===== src/rtl/riscv_core_pkg.sv =====
// Shared core definitions: divider opcode encoding and its fixed latency.
// Latency: n/a (declarations only).
// Backpressure: n/a.
package riscv_core_pkg;

    localparam int RV_XLEN     = 32;
    // Start-to-done latency of a non-special divide.
    localparam int DIV_LATENCY = RV_XLEN + 2;

    // funct3[1:0] of the RV32M divide group.
    typedef enum logic [1:0] {
        DIV_OP_DIV  = 2'b00,
        DIV_OP_DIVU = 2'b01,
        DIV_OP_REM  = 2'b10,
        DIV_OP_REMU = 2'b11
    } div_op_e;

    function automatic logic div_is_signed(input div_op_e op);
        return (op == DIV_OP_DIV) || (op == DIV_OP_REM);
    endfunction

    function automatic logic div_is_rem(input div_op_e op);
        return (op == DIV_OP_REM) || (op == DIV_OP_REMU);
    endfunction

endpackage


===== src/rtl/div_unit.sv =====
// Iterative radix-2 restoring divider for DIV/DIVU/REM/REMU (start/done responder of EX).
// Latency: XLEN+2 cycles from start to done; divide-by-zero and signed overflow finish in 1 cycle.
// Backpressure: result and done_o are held in DONE until advance_i; kill_i aborts from any state.
// Ports: clk_i/rst_ni clock and async active-low reset; start_i/kill_i/advance_i pipeline control;
//        operand_a_i/operand_b_i dividend/divisor, op_type_i funct3[1:0];
//        result_o registered quotient/remainder, done_o result valid, busy_o CALC or FIX.
module div_unit #(
    parameter int XLEN = 32
) (
    input  logic            clk_i,
    input  logic            rst_ni,
    input  logic            start_i,
    input  logic            kill_i,
    input  logic            advance_i,
    input  logic [XLEN-1:0] operand_a_i,
    input  logic [XLEN-1:0] operand_b_i,
    input  logic [1:0]      op_type_i,
    output logic [XLEN-1:0] result_o,
    output logic            done_o,
    output logic            busy_o
);
    import riscv_core_pkg::*;

    localparam int              CNT_W   = $clog2(XLEN);
    localparam logic [XLEN-1:0] MIN_NEG = {1'b1, {(XLEN-1){1'b0}}};

    typedef enum logic [1:0] {S_IDLE, S_CALC, S_FIX, S_DONE} state_e;

    state_e           r_state, w_state_nxt;
    div_op_e          r_op, w_op_in;
    logic [XLEN-1:0]  r_rem, r_quo, r_div, r_result;
    logic [CNT_W-1:0] r_cnt;
    logic             r_sign_q, r_sign_r;

    // Operand decode for the start cycle.
    logic            w_in_signed, w_in_rem, w_div_zero, w_overflow, w_special;
    logic [XLEN-1:0] w_a_abs, w_b_abs, w_special_res;

    always_comb begin
        w_op_in     = div_op_e'(op_type_i);
        w_in_signed = div_is_signed(w_op_in);
        w_in_rem    = div_is_rem(w_op_in);
        w_a_abs     = (w_in_signed && operand_a_i[XLEN-1]) ? -operand_a_i : operand_a_i;
        w_b_abs     = (w_in_signed && operand_b_i[XLEN-1]) ? -operand_b_i : operand_b_i;
        w_div_zero  = (operand_b_i == '0);
        w_overflow  = w_in_signed && (operand_a_i == MIN_NEG) && (operand_b_i == '1);
        w_special   = w_div_zero || w_overflow;
        if (w_div_zero) begin
            w_special_res = w_in_rem ? operand_a_i : '1;
        end else begin
            w_special_res = w_in_rem ? '0 : MIN_NEG;
        end
    end

    // One restoring step. The remainder bit shifted out of the top means the
    // shifted remainder is at least 2^XLEN, which always exceeds the divisor,
    // and the low XLEN bits of the wrapped subtract are then still correct.
    logic [XLEN-1:0] w_rem_shift, w_rem_step, w_quo_step;
    logic [XLEN:0]   w_rem_sub;
    logic            w_ge;

    always_comb begin
        w_rem_shift = {r_rem[XLEN-2:0], r_quo[XLEN-1]};
        w_rem_sub   = {1'b0, w_rem_shift} - {1'b0, r_div};
        w_ge        = r_rem[XLEN-1] || !w_rem_sub[XLEN];
        w_rem_step  = w_ge ? w_rem_sub[XLEN-1:0] : w_rem_shift;
        w_quo_step  = {r_quo[XLEN-2:0], w_ge};
    end

    // Sign fix: quotient takes sign_q, remainder takes the dividend's sign.
    logic [XLEN-1:0] w_fix_sel, w_fix_res;
    logic            w_fix_neg;

    always_comb begin
        w_fix_sel = div_is_rem(r_op) ? r_rem : r_quo;
        w_fix_neg = div_is_signed(r_op) && (div_is_rem(r_op) ? r_sign_r : r_sign_q);
        w_fix_res = w_fix_neg ? -w_fix_sel : w_fix_sel;
    end

    always_comb begin
        w_state_nxt = r_state;
        case (r_state)
            S_IDLE:  if (start_i)      w_state_nxt = w_special ? S_DONE : S_CALC;
            S_CALC:  if (r_cnt == '0)  w_state_nxt = S_FIX;
            S_FIX:                     w_state_nxt = S_DONE;
            S_DONE:  if (advance_i)    w_state_nxt = S_IDLE;
            default:                   w_state_nxt = S_IDLE;
        endcase
        if (kill_i) begin
            w_state_nxt = S_IDLE;
        end
    end

    always_ff @(posedge clk_i or negedge rst_ni) begin
        if (!rst_ni) begin
            r_state <= S_IDLE;
        end else begin
            r_state <= w_state_nxt;
        end
    end

    // Datapath; a kill freezes everything, including the last result.
    always_ff @(posedge clk_i or negedge rst_ni) begin
        if (!rst_ni) begin
            r_op     <= DIV_OP_DIV;
            r_rem    <= '0;
            r_quo    <= '0;
            r_div    <= '0;
            r_cnt    <= '0;
            r_sign_q <= 1'b0;
            r_sign_r <= 1'b0;
            r_result <= '0;
        end else if (!kill_i) begin
            case (r_state)
                S_IDLE: begin
                    if (start_i) begin
                        r_op     <= w_op_in;
                        r_sign_q <= operand_a_i[XLEN-1] ^ operand_b_i[XLEN-1];
                        r_sign_r <= operand_a_i[XLEN-1];
                        r_rem    <= '0;
                        r_quo    <= w_a_abs;
                        r_div    <= w_b_abs;
                        r_cnt    <= CNT_W'(XLEN - 1);
                        if (w_special) begin
                            r_result <= w_special_res;
                        end
                    end
                end
                S_CALC: begin
                    r_rem <= w_rem_step;
                    r_quo <= w_quo_step;
                    r_cnt <= r_cnt - 1'b1;
                end
                S_FIX: begin
                    r_result <= w_fix_res;
                end
                default: begin
                end
            endcase
        end
    end

    assign result_o = r_result;
    assign done_o   = (r_state == S_DONE);
    assign busy_o   = (r_state == S_CALC) || (r_state == S_FIX);

endmodule


===== config.mk =====
export PLATFORM = sky130hd
export DESIGN_NAME = div_unit
export DESIGN_NICKNAME = d
export VERILOG_FILES = /design/src/rtl/riscv_core_pkg.sv /design/src/rtl/div_unit.sv
export SDC_FILE = /design/constraint.sdc
export NUM_CORES = 1
export LEC_CHECK = 0
export BUFFER_PORTS_ARGS = -buffer_cell sky130_fd_sc_hd__buf_2
export CAP_MARGIN = 20
export CORE_MARGIN = 4
export CORE_UTILIZATION = 48
export CTS_BUF_LIST = sky130_fd_sc_hd__clkbuf_8
export DETAILED_ROUTE_END_ITERATION = 10
export GPL_ROUTABILITY_DRIVEN = 0
export MAX_ROUTING_LAYER = met4
export PLACE_DENSITY = 0.68
export SLEW_MARGIN = 25
export SYNTH_ARGS = -nofsm -noshare
export SYNTH_HDL_FRONTEND = slang
export SYNTH_SLANG_ARGS = --single-unit

===== constraint.sdc =====
create_clock -name clk_i -period 3.8 [get_ports clk_i]
set_clock_uncertainty 0.15 [all_clocks]
set_input_delay 0.76 -clock clk_i [delete_from_list [all_inputs] [get_ports clk_i]]
set_output_delay 0.76 -clock clk_i [all_outputs]
set_load 0.1 [all_outputs]

; Yosys cells after proc, flatten, opt, wreduce, memory -nomap -nowiden
; Index checks and enable logic that the tools add are counted.
[totals]
register_bits = 139
inputBits = 71
word_cells = 78
ram_bits = 0
output_inout_bits = 34
latch_bits = 0
mem_bits_ro = 0
memories = 0
[classes]
shifts = 0
multipliers = 0
addsub = 5
n_div = 0
eq_ne = 14
n_lt_le_gt_ge = 0
muxes = 24
reduce_logical = 24
bitwise = 2
[ops]
columns = op, n
row1 = two-way mux 32 bit, 12
row2 = case mux 32 bit (2 select lines), 3
row3 = negation 32 bit, 3
row4 = == test 32 bit (second input constant), 2
row5 = subtractor 32 x 32 -> 33 bit, 1
row6 = zero test 32 bit, 1
row7 = == test 2 bit (second input constant), 6
row8 = two-way mux 2 bit, 5
row9 = case mux 5 bit (2 select lines), 1
row10 = != test 3 bit (second input constant), 3
row11 = AND reduction 3 bit, 3
row12 = case mux 2 bit (4 select lines), 1
row13 = logical OR 1 bit, 7
row14 = zero test 2 bit, 3
row15 = logical AND 1 bit, 5
row16 = zero test 5 bit, 1
row17 = two-way mux 5 bit, 1
row18 = subtractor 5 x 1 -> 5 bit (second input constant), 1
row19 = != test 2 bit (second input constant), 2
row20 = AND reduction 4 bit, 1
row21 = nonzero test 2 bit, 2
row22 = == test 2 x 1 -> 1 bit (second input constant), 1
row23 = zero test 1 bit, 1
row24 = two-way mux 1 bit, 1
row25 = other kinds (2), 2

; Longest topological paths before layout
[logic_depth]
ltp_word = 9
depth_mapped = 15
ltp_nobuf = 13

; Worst setup path before layout
; OpenSTA, ideal clock, no wires.
[synth_path]
kind = reg-to-reg
startpoint = reg r_op[1]
endpoint = reg r_result[30], in the netlist result_o[30]
path_buffers = 5
synth_period_minus_slack_ps = 4102
setup_time_ps = 122
path_stages_with_launch = 16
setup_slack_ps = -302
arrival_ps = 3829
required_time_ps = 3528
path_cell_list = dfrtp_1 -> buf_2 -> buf_2 -> buf_2 -> buf_1 -> buf_2 -> mux2i_1 -> ha_1 -> o21ai_0 -> o41ai_1 -> a21boi_0 -> nand2_1 -> a21oi_1 -> xor2_1 -> a22oi_1 -> o21ai_2
[synth_between]
elab_chain_cells = 6
word_cells_on_any_way = 11
classes_between = add/sub: 1 / eq/ne: 2 / mux: 4 / reduce/logical: 4
[synth_lines]
columns = element, line
row1 = from (decl), div_unit.sv:30  ; div_op_e r_op, w_op_in;
row2 = from (signal assigned), div_unit.sv:117  ; r_op <= w_op_in;
row3 = == test 2 bit (on tied branches), "riscv_core_pkg.sv:19, riscv_core_pkg.sv:23"
row4 = logical OR 1 bit, riscv_core_pkg.sv:23  ; return (op == DIV_OP_REM) || (op == DIV_OP_REMU);
row5 = two-way mux 32 bit / two-way mux 1 bit (equally long branches), "div_unit.sv:75, div_unit.sv:76"
row6 = negation 32 bit / logical AND 1 bit (equally long branches), "div_unit.sv:77, div_unit.sv:76"
row7 = two-way mux 32 bit (*), div_unit.sv:77  ; w_fix_res = w_fix_neg ? -w_fix_sel : w_fix_sel;
row8 = case mux 32 bit (2 select lines) (*), div_unit.sv:114  ; case (r_state)
row9 = to (signal assigned), div_unit.sv:125  ; r_result <= w_special_res;
row10 = to (signal assigned), div_unit.sv:135  ; r_result <= w_fix_res;
row11 = to (decl), div_unit.sv:31  ; logic [XLEN-1:0] r_rem, r_quo, r_div, r_result;
; Every way passes the cells marked *; elsewhere a longest branch is shown, timed or not.
; A chain may end at the register's enable or synchronous reset.

; Worst setup path in the final report
[layout_path]
startpoint = reg r_quo[31]
endpoint = reg r_rem[26]
[layout_between]
elab_chain_cells = 5
[layout_lines]
columns = element, line
row1 = from (decl), div_unit.sv:31
row2 = from (signal assigned), div_unit.sv:121  ; r_quo <= w_a_abs;
row3 = from (signal assigned), div_unit.sv:131  ; r_quo <= w_quo_step;
row4 = subtractor 32 x 32 -> 33 bit (*), div_unit.sv:64  ; w_rem_sub = {1'b0, w_rem_shift} - {1'b0, r_div};
row5 = zero test 1 bit, div_unit.sv:65  ; w_ge = r_rem[XLEN-1] || !w_rem_sub[XLEN];
row6 = logical OR 1 bit, div_unit.sv:65
row7 = two-way mux 32 bit (*), div_unit.sv:66  ; w_rem_step = w_ge ? w_rem_sub[XLEN-1:0] : w_rem_shift;
row8 = case mux 32 bit (2 select lines) (*), div_unit.sv:114
row9 = to (signal assigned), div_unit.sv:130  ; r_rem <= w_rem_step;
row10 = to (decl), div_unit.sv:31
; Marks and branches as above.

==> flow_summary.ini <==
[grt]
grt_pass1_wl_um = 44920
grt_max_degree = 78
grt_usage_pct = 23.11
grt_remaining_overflow = 0
grt_pass1_vias = 8770
antenna_found_initial = 0

[power]
sw_frac_of_total_pct = 49.23
p_int_w = 0.004126
seq_power_share_pct = 28.2
pwr-share-comb_pct = 56.3
peakVddDrop_mv = 0.2550
powerDensity_mw_per_mm2 = 678.3
p_clk_share_pct = 15.4
power.switching_w = 0.004000
power.total_w = 0.008126
power_leakage_nw = 5.393

[worst_hold_path]
holdCritPathClass = input pin to asynchronous set/reset pin

[synthesis]
syn_avg_cell_area_um2 = 8.099
synth.area.top_cells = dfrtp_1 33%, nand2_1 6.0%, a21oi_1 5.7%
ys_types = 65
syn_area_mm2 = 0.01063
ys_seq_area_share_pct = 32.73
synth_top_area_share_pct = 32.73
synth.net_count = 1426
synthArstFlopShare_pct = 100.0
ys_warn_count = 0
synth_cells = 1312
synth_top_area_cell = dfrtp_1
ys_ff_latch = 139
ys.flop_type = dfrtp_1
synth_edf_count = 0
synthMostInstantiatedCell = nand2_1
synth_commonest_cells = 170 x nand2_1, 139 x dfrtp_1, 120 x a21oi_1, 118 x o21ai_0, 80 x nor2_1

[setup_path]
r2r_start = r_quo[31]
crit_fanout = 41
cp-end-kind = register
crit_start = r_quo[31]
startpoint_type = register
cp.required_ns = 3.98
critical_path_class = register to register
crit_arrival_ns = 3.78

[route]
vias = 9690
drt_iter0_markers = 725
drc = 0
drtPass1Iterations = 5
vias_per_cell = 5.710
ant_nets = 0
drt-wirelength-per-cell_um = 16.32
drt_wl_total_um = 27700

[clock_network]
clk_pin_slew_worst_paths_ns = 0.08
clock_path_buffers = 2
cts_hold_buf = 0
clock_latency_ns = 0.46
clock_sinks = 139
cts_made_buffers = 17
clockRootBuffer = clkbuf_8
cts_setup_buffers = 0
h-tree-depth = 4
tritoncts = built
cts_resized = 0

[cells_and_area]
antenna_cells = 0
fin_cells = 1697
final-seq-area_mm2 = 0.003480
num-nets-final = 1518
area_growth_pct = 12.74
fin_area_mm2 = 0.01198
multi_input_area_mm2 = 0.006604
fillers = 2063
layout-drive-gt1-share_pct = 16.73

[die]
start_util_pct = 48.69
rows = 54
die_w_um = 156.8
num_io_pins = 105
die_h_um = 156.8
core_area_mm2 = 0.02182
fp.dieArea_mm2 = 0.02458

[timing]
slew_viol_final = 0
maxSlewHeadroom_pct = 39.84
grt_setup_unrepaired = no
worst_slew_pin_slew_ns = 0.9006
finalHoldViolCount = 0
max_freq_mhz = 278.0
setup_violations = 0
layout_worst_path_cycle_share_pct = 94.65
post-route-min-period_ns = 3.597

[placement]
postPlaceCellArea_mm2 = 0.01158
dp.cells = 1665
port_buffers = 104
place_hpwl_um = 21170

[status]
status = finished, final reports clean

[run]
cap_viol_max_count = 0
[worst paths after layout]
check	cells after the start	slack [ns]	to
setup / recovery	13	0.20	r_rem[26]
hold reg to reg	2	0.33	result_o[6]
setup reg to reg	13	0.20	r_rem[26]
max in group asynchronous	2	2.43	r_div[21]
min in group clk_i	2	0.33	result_o[6]
hold / removal	1	0.16	r_quo[3]
[state kept, by name (all words and copies together), names as in the netlist]
signal    flops
r_sign_q      1
r_op          2
result_o     32
r_sign_r      1
r_div        32
r_rem        32
r_quo        32
r_state       2
r_cnt         5
[per-layer routing]
layer | share of wire (%) | global-route usage [%] | wire length, um | vias up
li1 | - | - | - | 4868
met1 | 51 | 33.74 | 14000 | 4506
met2 | 42 | 33.03 | 11580 | 264
met3 | 5.1 | 3.014 | 1417 | 52
met4 | 2.5 | 7.810 | 699 | 0
met5 | 0 | - | 0 | -
[cells in the final DEF, fill, tap and decap left out, types with 5 or more instances in the layout]
cell type and count:
nand2_1 170, dfrtp_1 138, a21oi_1 120, o21ai_0 118, buf_2 103, nor2_1 80
inv_1 63, xnor2_1 60, xor2_1 52, ha_1 41, buf_4 41, mux2i_1 35
nand2b_1 34, nor3_1 31, o21ai_2 29, nand3_1 26, a22oi_1 24, clkbuf_8 18
nand4_1 17, a21o_1 15, o31ai_1 14, a31oi_1 13, o311ai_0 13, or3_1 11
nor3b_1 9, nor2b_1 9, nor4_1 8, o211ai_1 7, a32oi_1 7, or4_1 6
and3_1 6, mux2_2 5, and4_1 5, a31o_2 5, o41ai_1 5, clkinv_2 5
[worst max-delay path: stages (launching register included)]
cell	delay (ns)
dfrtp_1	0.38
inv_1	0.08
ha_1	0.16
inv_1	0.05
fa_1	0.40
a21o_1	0.22
a311oi_1	0.27
or2_2	0.21
a21oi_1	0.14
a211o_1	0.38
a311oi_4	0.37
buf_12	0.24
nand2b_1	0.27
o21ai_0	0.14
[area by class of cell]
| type | count | share of cell area, % |
|---|---|---|
| Clock buffer | 18 | 2.068 |
| Clock inverter | 14 | 1.295 |
| Inverter | 61 | 1.911 |
| Multi-Input combinational cell | 1036 | 55.12 |
| Sequential cell | 139 | 29.04 |
| Tap cell | 280 | 2.924 |
| Timing Repair Buffer | 149 | 7.634 |
[logic make-up (layout without fill, tap and decap cells)]
family / Yosys count / after routing / synth area share [%]
compound gates: 408 / 408 / 24.02
xor+xnor: 112 / 112 / 9.231
fa+ha+maj: 43 / 43 / 5.134
buf+inv: 137 / 242 / 5.428
flops: 139 / 139 / 32.73
mux: 40 / 40 / 3.827
simple gates: 433 / 433 / 19.63
[power by group through the flow]
stage / Combinational (W) / Sequential (W) / Clock (W)
floorplan: 0.00302 / 0.00282 / 0
global placement: 0.00447 / 0.00230 / 0
detailed placement: 0.00453 / 0.00232 / 0
CTS: 0.00456 / 0.00229 / 0.00128
global route: 0.00504 / 0.00236 / 0.00134
finish: 0.00458 / 0.00229 / 0.00125
[through the flow]
| stage | hold WS [ns] | util [%] | worst slack, ns | TNS [ns] |
|---|---|---|---|---|
| after floorplan | 0.2992 | - | 0.06425 | 0 |
| after global routing | 0.2107 | 54.90 | 0.005951 | 0 |
| after detailed placement | 0.3103 | 53.05 | -0.1001 | -2.704 |
| after global placement | 0.3057 | 53.04 | 0.001290 | 0 |
| final | 0.1614 | 54.90 | 0.2033 | 0 |
| after CTS | 0.1820 | 54.90 | 0.2371 | 0 |
No activity file was read; power rests on OpenSTA's default activity.
